[src/rtl/agc_pkg.sv]
// agc_pkg: shared types and default constants for the AGC level controller.
//   agc_state_t   : sequencer states (IDLE, SETTLE, MEASURE, DECIDE, ADJUST, LOCKED)
//   AGC_*         : default sample width, window, settle, threshold and adjust limits
//   AGC_GAIN_W    : width of the gain word held by the gain search block
package agc_pkg;

    typedef enum logic [2:0] {
        IDLE,
        SETTLE,
        MEASURE,
        DECIDE,
        ADJUST,
        LOCKED
    } agc_state_t;

    localparam int AGC_DATA_W     = 8;
    localparam int AGC_WIN_LEN    = 64;
    localparam int AGC_SETTLE_CYC = 16;
    localparam int AGC_HI_TH      = 96;
    localparam int AGC_LO_TH      = 48;
    localparam int AGC_MAX_ADJ    = 7;
    localparam int AGC_CLIP_LIM   = 4;
    localparam int AGC_GAIN_W     = 6;

endpackage

[src/rtl/agc_peak_detector.sv]
// agc_peak_detector: per-window amplitude measurement.
//   clk, RESET    : clock, asynchronous active-high reset
//   clr           : restart the window (running max, sample count, clip count)
//   en            : measurement window open
//   sample_valid  : sample qualifier
//   sample        : signed ADC sample
//   win_done      : pulses in the cycle the WIN_LEN-th sample is accepted
//   peak          : running max of |sample| (saturated) over the window
//   clip          : (AGC_CLIP_DETECT_EN only) full-scale sample count >= CLIP_LIM
// Optional feature macro: AGC_CLIP_DETECT_EN
module agc_peak_detector
    import agc_pkg::*;
#(
    parameter int DATA_W  = AGC_DATA_W,
    parameter int WIN_LEN = AGC_WIN_LEN
`ifdef AGC_CLIP_DETECT_EN
    , parameter int CLIP_LIM = AGC_CLIP_LIM
`endif
) (
    input  logic              clk,
    input  logic              RESET,
    input  logic              clr,
    input  logic              en,
    input  logic              sample_valid,
    input  logic [DATA_W-1:0] sample,
    output logic              win_done,
    output logic [DATA_W-2:0] peak
`ifdef AGC_CLIP_DETECT_EN
    , output logic            clip
`endif
);

    localparam int MW = DATA_W - 1;
    localparam int CW = $clog2(WIN_LEN);
    localparam logic [MW-1:0] MAG_MAX = '1;

    logic [DATA_W-1:0] neg;
    logic [MW-1:0]     mag;
    logic [MW-1:0]     run_max;
    logic [CW-1:0]     win_cnt;
    logic              accept;

    assign neg = '0 - sample;

    // Only the most negative code negates to a value with the top bit set;
    // that single case saturates to full scale.
    always_comb begin
        mag = sample[MW-1:0];
        if (sample[DATA_W-1]) begin
            mag = neg[DATA_W-1] ? MAG_MAX : neg[MW-1:0];
        end
    end

    assign accept   = en && sample_valid;
    assign win_done = accept && (win_cnt == CW'(WIN_LEN - 1));
    assign peak     = run_max;

    always_ff @(posedge clk or posedge RESET) begin
        if (RESET) begin
            win_cnt <= '0;
            run_max <= '0;
        end else if (clr) begin
            win_cnt <= '0;
            run_max <= '0;
        end else if (accept) begin
            win_cnt <= win_cnt + CW'(1);
            if (mag > run_max) begin
                run_max <= mag;
            end
        end
    end

`ifdef AGC_CLIP_DETECT_EN
    localparam int KW = $clog2(WIN_LEN + 1);
    logic [KW-1:0] clip_cnt;

    always_ff @(posedge clk or posedge RESET) begin
        if (RESET) begin
            clip_cnt <= '0;
        end else if (clr) begin
            clip_cnt <= '0;
        end else if (accept && (mag == MAG_MAX)) begin
            clip_cnt <= clip_cnt + KW'(1);
        end
    end

    assign clip = (clip_cnt >= KW'(CLIP_LIM));
`endif

endmodule

[src/rtl/agc_level_controller.sv]
// agc_level_controller: closed-loop AGC sequencer driving the gain search block.
//   clk, RESET    : clock, asynchronous active-high reset
//   start         : one-cycle pulse, begins acquisition from IDLE
//   sample_valid  : ADC sample qualifier
//   sample        : signed ADC sample
//   search_done   : done flag from the gain search block (sampled at settle end)
//   adjust        : one-cycle gain-change command
//   up_dn         : 1 = raise gain, 0 = lower gain (valid with adjust, else 0)
//   busy          : high outside IDLE and LOCKED
//   locked        : high in LOCKED (left only through RESET)
//   timeout       : sticky, lock forced after MAX_ADJ adjust commands
//   peak          : peak magnitude of the most recently completed window
// Optional feature macro: AGC_CLIP_DETECT_EN (clip-count based too-high decision)
module agc_level_controller
    import agc_pkg::*;
#(
    parameter int DATA_W     = AGC_DATA_W,
    parameter int WIN_LEN    = AGC_WIN_LEN,
    parameter int SETTLE_CYC = AGC_SETTLE_CYC,
    parameter int HI_TH      = AGC_HI_TH,
    parameter int LO_TH      = AGC_LO_TH,
    parameter int MAX_ADJ    = AGC_MAX_ADJ
`ifdef AGC_CLIP_DETECT_EN
    , parameter int CLIP_LIM = AGC_CLIP_LIM
`endif
) (
    input  logic              clk,
    input  logic              RESET,
    input  logic              start,
    input  logic              sample_valid,
    input  logic [DATA_W-1:0] sample,
    input  logic              search_done,
    output logic              adjust,
    output logic              up_dn,
    output logic              busy,
    output logic              locked,
    output logic              timeout,
    output logic [DATA_W-2:0] peak
);

    localparam int MW = DATA_W - 1;
    localparam int SW = $clog2(SETTLE_CYC + 1);
    localparam int AW = ($clog2(MAX_ADJ + 1) < 3) ? 3 : $clog2(MAX_ADJ + 1);
    localparam logic [MW-1:0] HI_V = MW'(HI_TH);
    localparam logic [MW-1:0] LO_V = MW'(LO_TH);

    agc_state_t    state, state_n;
    logic [SW-1:0] settle_cnt, settle_n;
    logic [AW-1:0] adj_cnt, adj_n;
    logic          adjust_q, adjust_n;
    logic          up_dn_q, up_dn_n;
    logic          timeout_q, timeout_n;
    logic [MW-1:0] peak_q, peak_n;

    logic          det_clr, det_en, win_done;
    logic [MW-1:0] run_max;
    logic          too_high, too_low;

`ifdef AGC_CLIP_DETECT_EN
    logic clip;
`endif

    agc_peak_detector #(
        .DATA_W  (DATA_W),
        .WIN_LEN (WIN_LEN)
`ifdef AGC_CLIP_DETECT_EN
        , .CLIP_LIM(CLIP_LIM)
`endif
    ) u_det (
        .clk          (clk),
        .RESET        (RESET),
        .clr          (det_clr),
        .en           (det_en),
        .sample_valid (sample_valid),
        .sample       (sample),
        .win_done     (win_done),
        .peak         (run_max)
`ifdef AGC_CLIP_DETECT_EN
        , .clip       (clip)
`endif
    );

`ifdef AGC_CLIP_DETECT_EN
    assign too_high = (run_max > HI_V) || clip;
`else
    assign too_high = (run_max > HI_V);
`endif
    assign too_low = !too_high && (run_max < LO_V);

    always_comb begin
        state_n   = state;
        settle_n  = settle_cnt;
        adj_n     = adj_cnt;
        adjust_n  = 1'b0;
        up_dn_n   = 1'b0;
        timeout_n = timeout_q;
        peak_n    = peak_q;
        det_clr   = 1'b0;
        det_en    = 1'b0;
        unique case (state)
            IDLE: begin
                if (start) begin
                    state_n  = SETTLE;
                    settle_n = '0;
                end
            end
            SETTLE: begin
                if (settle_cnt == SW'(SETTLE_CYC - 1)) begin
                    settle_n = '0;
                    if (search_done) begin
                        state_n = LOCKED;
                    end else begin
                        state_n = MEASURE;
                        det_clr = 1'b1;
                    end
                end else begin
                    settle_n = settle_cnt + SW'(1);
                end
            end
            MEASURE: begin
                det_en = 1'b1;
                if (win_done) begin
                    state_n = DECIDE;
                end
            end
            DECIDE: begin
                peak_n = run_max;
                if (too_high || too_low) begin
                    if (adj_cnt == AW'(MAX_ADJ)) begin
                        state_n   = LOCKED;
                        timeout_n = 1'b1;
                    end else begin
                        // adjust/up_dn are registered so they are high
                        // exactly for the ADJUST cycle.
                        state_n  = ADJUST;
                        adjust_n = 1'b1;
                        up_dn_n  = too_low;
                    end
                end else begin
                    state_n = LOCKED;
                end
            end
            ADJUST: begin
                adj_n    = adj_cnt + AW'(1);
                settle_n = '0;
                state_n  = SETTLE;
            end
            LOCKED: begin
            end
            default: begin
                state_n = IDLE;
            end
        endcase
    end

    always_ff @(posedge clk or posedge RESET) begin
        if (RESET) begin
            state      <= IDLE;
            settle_cnt <= '0;
            adj_cnt    <= '0;
            adjust_q   <= 1'b0;
            up_dn_q    <= 1'b0;
            timeout_q  <= 1'b0;
            peak_q     <= '0;
        end else begin
            state      <= state_n;
            settle_cnt <= settle_n;
            adj_cnt    <= adj_n;
            adjust_q   <= adjust_n;
            up_dn_q    <= up_dn_n;
            timeout_q  <= timeout_n;
            peak_q     <= peak_n;
        end
    end

    assign adjust  = adjust_q;
    assign up_dn   = up_dn_q;
    assign busy    = (state != IDLE) && (state != LOCKED);
    assign locked  = (state == LOCKED);
    assign timeout = timeout_q;
    assign peak    = peak_q;

endmodule
[config.mk]
export PLATFORM = sky130hd
export DESIGN_NAME = agc_level_controller
export DESIGN_NICKNAME = d
export VERILOG_FILES = /design/src/rtl/agc_pkg.sv /design/src/rtl/agc_peak_detector.sv /design/src/rtl/agc_level_controller.sv
export SDC_FILE = /design/constraint.sdc
export NUM_CORES = 1
export LEC_CHECK = 0
export CAP_MARGIN = 20
export CORE_UTILIZATION = 33
export CTS_CLUSTER_SIZE = 12
export DETAILED_ROUTE_END_ITERATION = 16
export DONT_BUFFER_PORTS = 1
export PLACE_DENSITY = 0.59
export SLEW_MARGIN = 20
export SYNTH_ARGS = -nofsm -noshare
export SYNTH_HDL_FRONTEND = slang
export SYNTH_SLANG_ARGS = --single-unit
[constraint.sdc]
create_clock -name clk -period 2.02 [get_ports clk]
set_clock_uncertainty 0.05 [all_clocks]
set_input_delay 0.202 -clock clk [delete_from_list [all_inputs] [get_ports clk]]
set_output_delay 0.202 -clock clk [all_outputs]
set_load 0.005 [all_outputs]
==> results.ini <==
[power]
p_sw_mw=0.313
pwr-share-comb_pct=11.7
intPower_mw=1.01
leakagePower_nw=1.19
peakVddDrop_v=0.000306
powerDensity_nw_per_um2=539
seqPwrFrac_pct=52.3
switching_share_pct=23.7
power_frac_clock_pct=36.1

[critical_path]
arrival_ns=2.37
crit_fanout=4
start_kind=primary input
worstRegToRegCells=7
cp.required_ns=2.13
cp-end-kind=register
reg2reg_from=u_det.peak[6]
critPathKind=primary input to register
rrSetupSlack_ns=0.11
regToRegEndpoint=u_det.peak[2]

[drt]
wire_per_inst_um=12.9
drt-total-wl_um=3980
drt-pass1-iter-count=4
drc=0
drtIter0Drc=34
vias_per_cell=5.00
ant_nets=0
vias=1544

[global_route]
grt_use_total_pct=14.1
grt_pass1_vias=1557
grt_max_degree=35
antenna_found_initial=0
grt-ovfl-total=0
grt_pass1_wl_um=6930

[sta]
finalCriticalPeriod_ns=2.25
period_share_pct=111
timing.final.ws_setup_ns=-0.232
worst_pin_slew_ns=0.536
rsz0062_at_grt=yes
hold_viol=0
slew_violations=0
fmax_mhz=444
slew_headroom_pct=64.2
setup_violations=7

[floorplanning]
dieArea_um2=6400
fp.dieW_um=80.0
dieHeight_um=80.0
initial_utilization_pct=34.1
row_count=28
io_pins=25
core_area_um2=5890

[synthesis]
syn_area_um2=2010
async_reset_ff_share_pct=100
yosysUniqueCellTypes=51
avgSynthCellArea_um2=9.70
ys_seq_area_share_pct=42.4
synth-edff-count=0
syn-num-nets=232
ys.flop_type=dfrtp_1
ys_warn_count=0
synth_seq_cells=34
synthCells=207

[final_layout]
fin_nets=258
design_area_um2=2450
area_delta_synth_final_pct=22.1
n_fill_cell=579
seqCellArea_um2=851
n_antenna_cell=0
drive_gt1_share_pct=23.1
post-route-util_pct=41.6
multi_input_area_um2=1120

[job]
maxCapViolations=0

[cts]
cts_made_buffers=5
clock_path_buffers=2
h-tree-depth=2
insertion_delay_ns=0.28
cts.clk_slew.worst_paths_ns=0.06
cts_root_buf=clkbuf_8
cts_tree=yes
clock_sinks=34

[outcome]
status=finished, violations left
violations=negative setup slack

[placement]
port_buffers=0
globalplace.congestion=0.748
placed_cell_area_um2=2290
pre_cts_slack_ns=-0.584
hpwl_um=3060

[hold_path]
worstHoldEndpoint=state[1]
worstHoldStart=search_done
min-delay-path-class=primary input to register
holdPathStages=3

-- layout by cell type (no fill, tap or decap), types with 3 or more instances in the layout --
cell type   n
dfrtp_1    34
o21ai_1     3
nor2_1     22
nand2b_1    3
nand3_1     3
o21ai_0    12
buf_4      23
xor2_1      5
mux2_4      6
nand4_1     4
ha_1       11
a31oi_1     3
clkbuf_8    5
or3_1       3
nor2b_1     5
mux2_2      3
inv_1      14
a21oi_1     8
nand2_1    16
-- worst max-delay path: stages --
cell       delay [ns]
clkinv_16        0.03
ha_4             0.11
or3b_4           0.40
o41ai_4          0.23
a21oi_2          0.11
ha_1             0.32
nand4_1          0.18
a21oi_2          0.21
o221ai_4         0.14
buf_6            0.15
mux2_4           0.28
-- flip-flops by register name, summed over array words and instances (netlist names) --
register / count
timeout: 1
up_dn: 1
u_det.win_cnt: 6
adj_cnt: 3
state: 3
settle_cnt: 5
adjust: 1
peak: 7
u_det.peak: 7
-- synth_stat cells (2+ instances only) --
cell	number	area, um^2
nand4_1	4	25.0
a31oi_1	3	18.8
a21oi_1	9	45.0
mux2i_1	2	20.0
nand3_1	3	15.0
a21o_1	2	15.0
nand3b_1	2	15.0
o21ai_0	13	65.1
o21ai_1	2	10.0
nor2_1	22	82.6
nor3_1	2	10.0
inv_1	16	60.1
ha_1	12	150
buf_2	3	15.0
nand2_1	16	60.1
dfrtp_1	34	851
xnor2_1	2	17.5
or3_1	3	18.8
or3b_4	2	22.5
o21a_1	2	15.0
and2_1	2	12.5
mux2_2	9	101
nand2b_1	3	18.8
o31a_1	2	17.5
xor2_1	5	43.8
clkbuf_1	3	11.3
nor2b_1	5	31.3
-- layout make-up --
class / instances / area share [%]
flip-flops and latches: 34 / 34.7
clock inverters: 2 / 0.562
multi-input cells: 150 / 45.7
repair buffers: 26 / 8.37
clock buffers: 6 / 2.96
inverters: 16 / 3.83
well taps: 75 / 3.83
-- repair_timing --
action | CTS | global route
hold buffers | 1 | 0
hold endpoints to repair | 34 | 0
buffers inserted | 2 | 2
pin swaps | 5 | 0
gates resized for setup | 3 | 4
setup endpoints to repair | 7 | 7
-- per-layer routing --
layer	track usage, %	up-vias	part of all wire, %	wire, um
met3	3.43	7	4.9	197
met4	6.43	0	2.3	93
met1	17.0	715	47	1880
li1	-	785	-	-
met2	23.5	37	45	1810
met5	0	-	0	0
-- cells by family (layout without fill, tap and decap cells) --
group / count (synthesis) / count (layout) / share of synthesized area [%]
fa+ha+maj: 12 / 12 / 7.48
buf+inv: 23 / 50 / 4.86
mux: 11 / 11 / 6.04
xor+xnor: 7 / 7 / 3.05
flops: 34 / 34 / 42.4
simple gates: 72 / 72 / 19.5
compound gates: 48 / 48 / 16.7
-- worst max-delay path by stage --
stage	start	to	slack, ns	cells past startpoint
2_1_floorplan	sample[1]	u_det.peak[1]	-0.49	10
3_3_place_gp	sample[1]	u_det.peak[1]	-0.55	11
3_5_place_dp	sample[1]	u_det.peak[2]	-0.58	11
4_1_cts	sample[1]	u_det.peak[2]	-0.24	11
5_1_grt	sample[1]	u_det.peak[1]	-0.33	11
6_report	sample[1]	u_det.peak[2]	-0.23	11
-- per-stage QoR --
step	instances	power [mW]	hold slack [ns]	TNS, ns
after floorplan	207	0.806	0.294	-3.29
after global placement	296	0.846	0.170	-3.73
after detailed placement	296	0.848	0.166	-3.98
after CTS	307	1.34	0.0646	-1.58
after global routing	309	1.39	0.116	-2.21
final	309	1.32	0.0766	-1.53
-- power by group through the flow --
stage	Combinational [mW]	Clock [mW]	Sequential (mW)
finish	0.154	0.477	0.691
detailed placement	0.144	0	0.704
CTS	0.151	0.497	0.691
floorplan	0.103	0	0.703
global route	0.175	0.525	0.691
global placement	0.142	0	0.703
(Power assumes the default switching activity.)
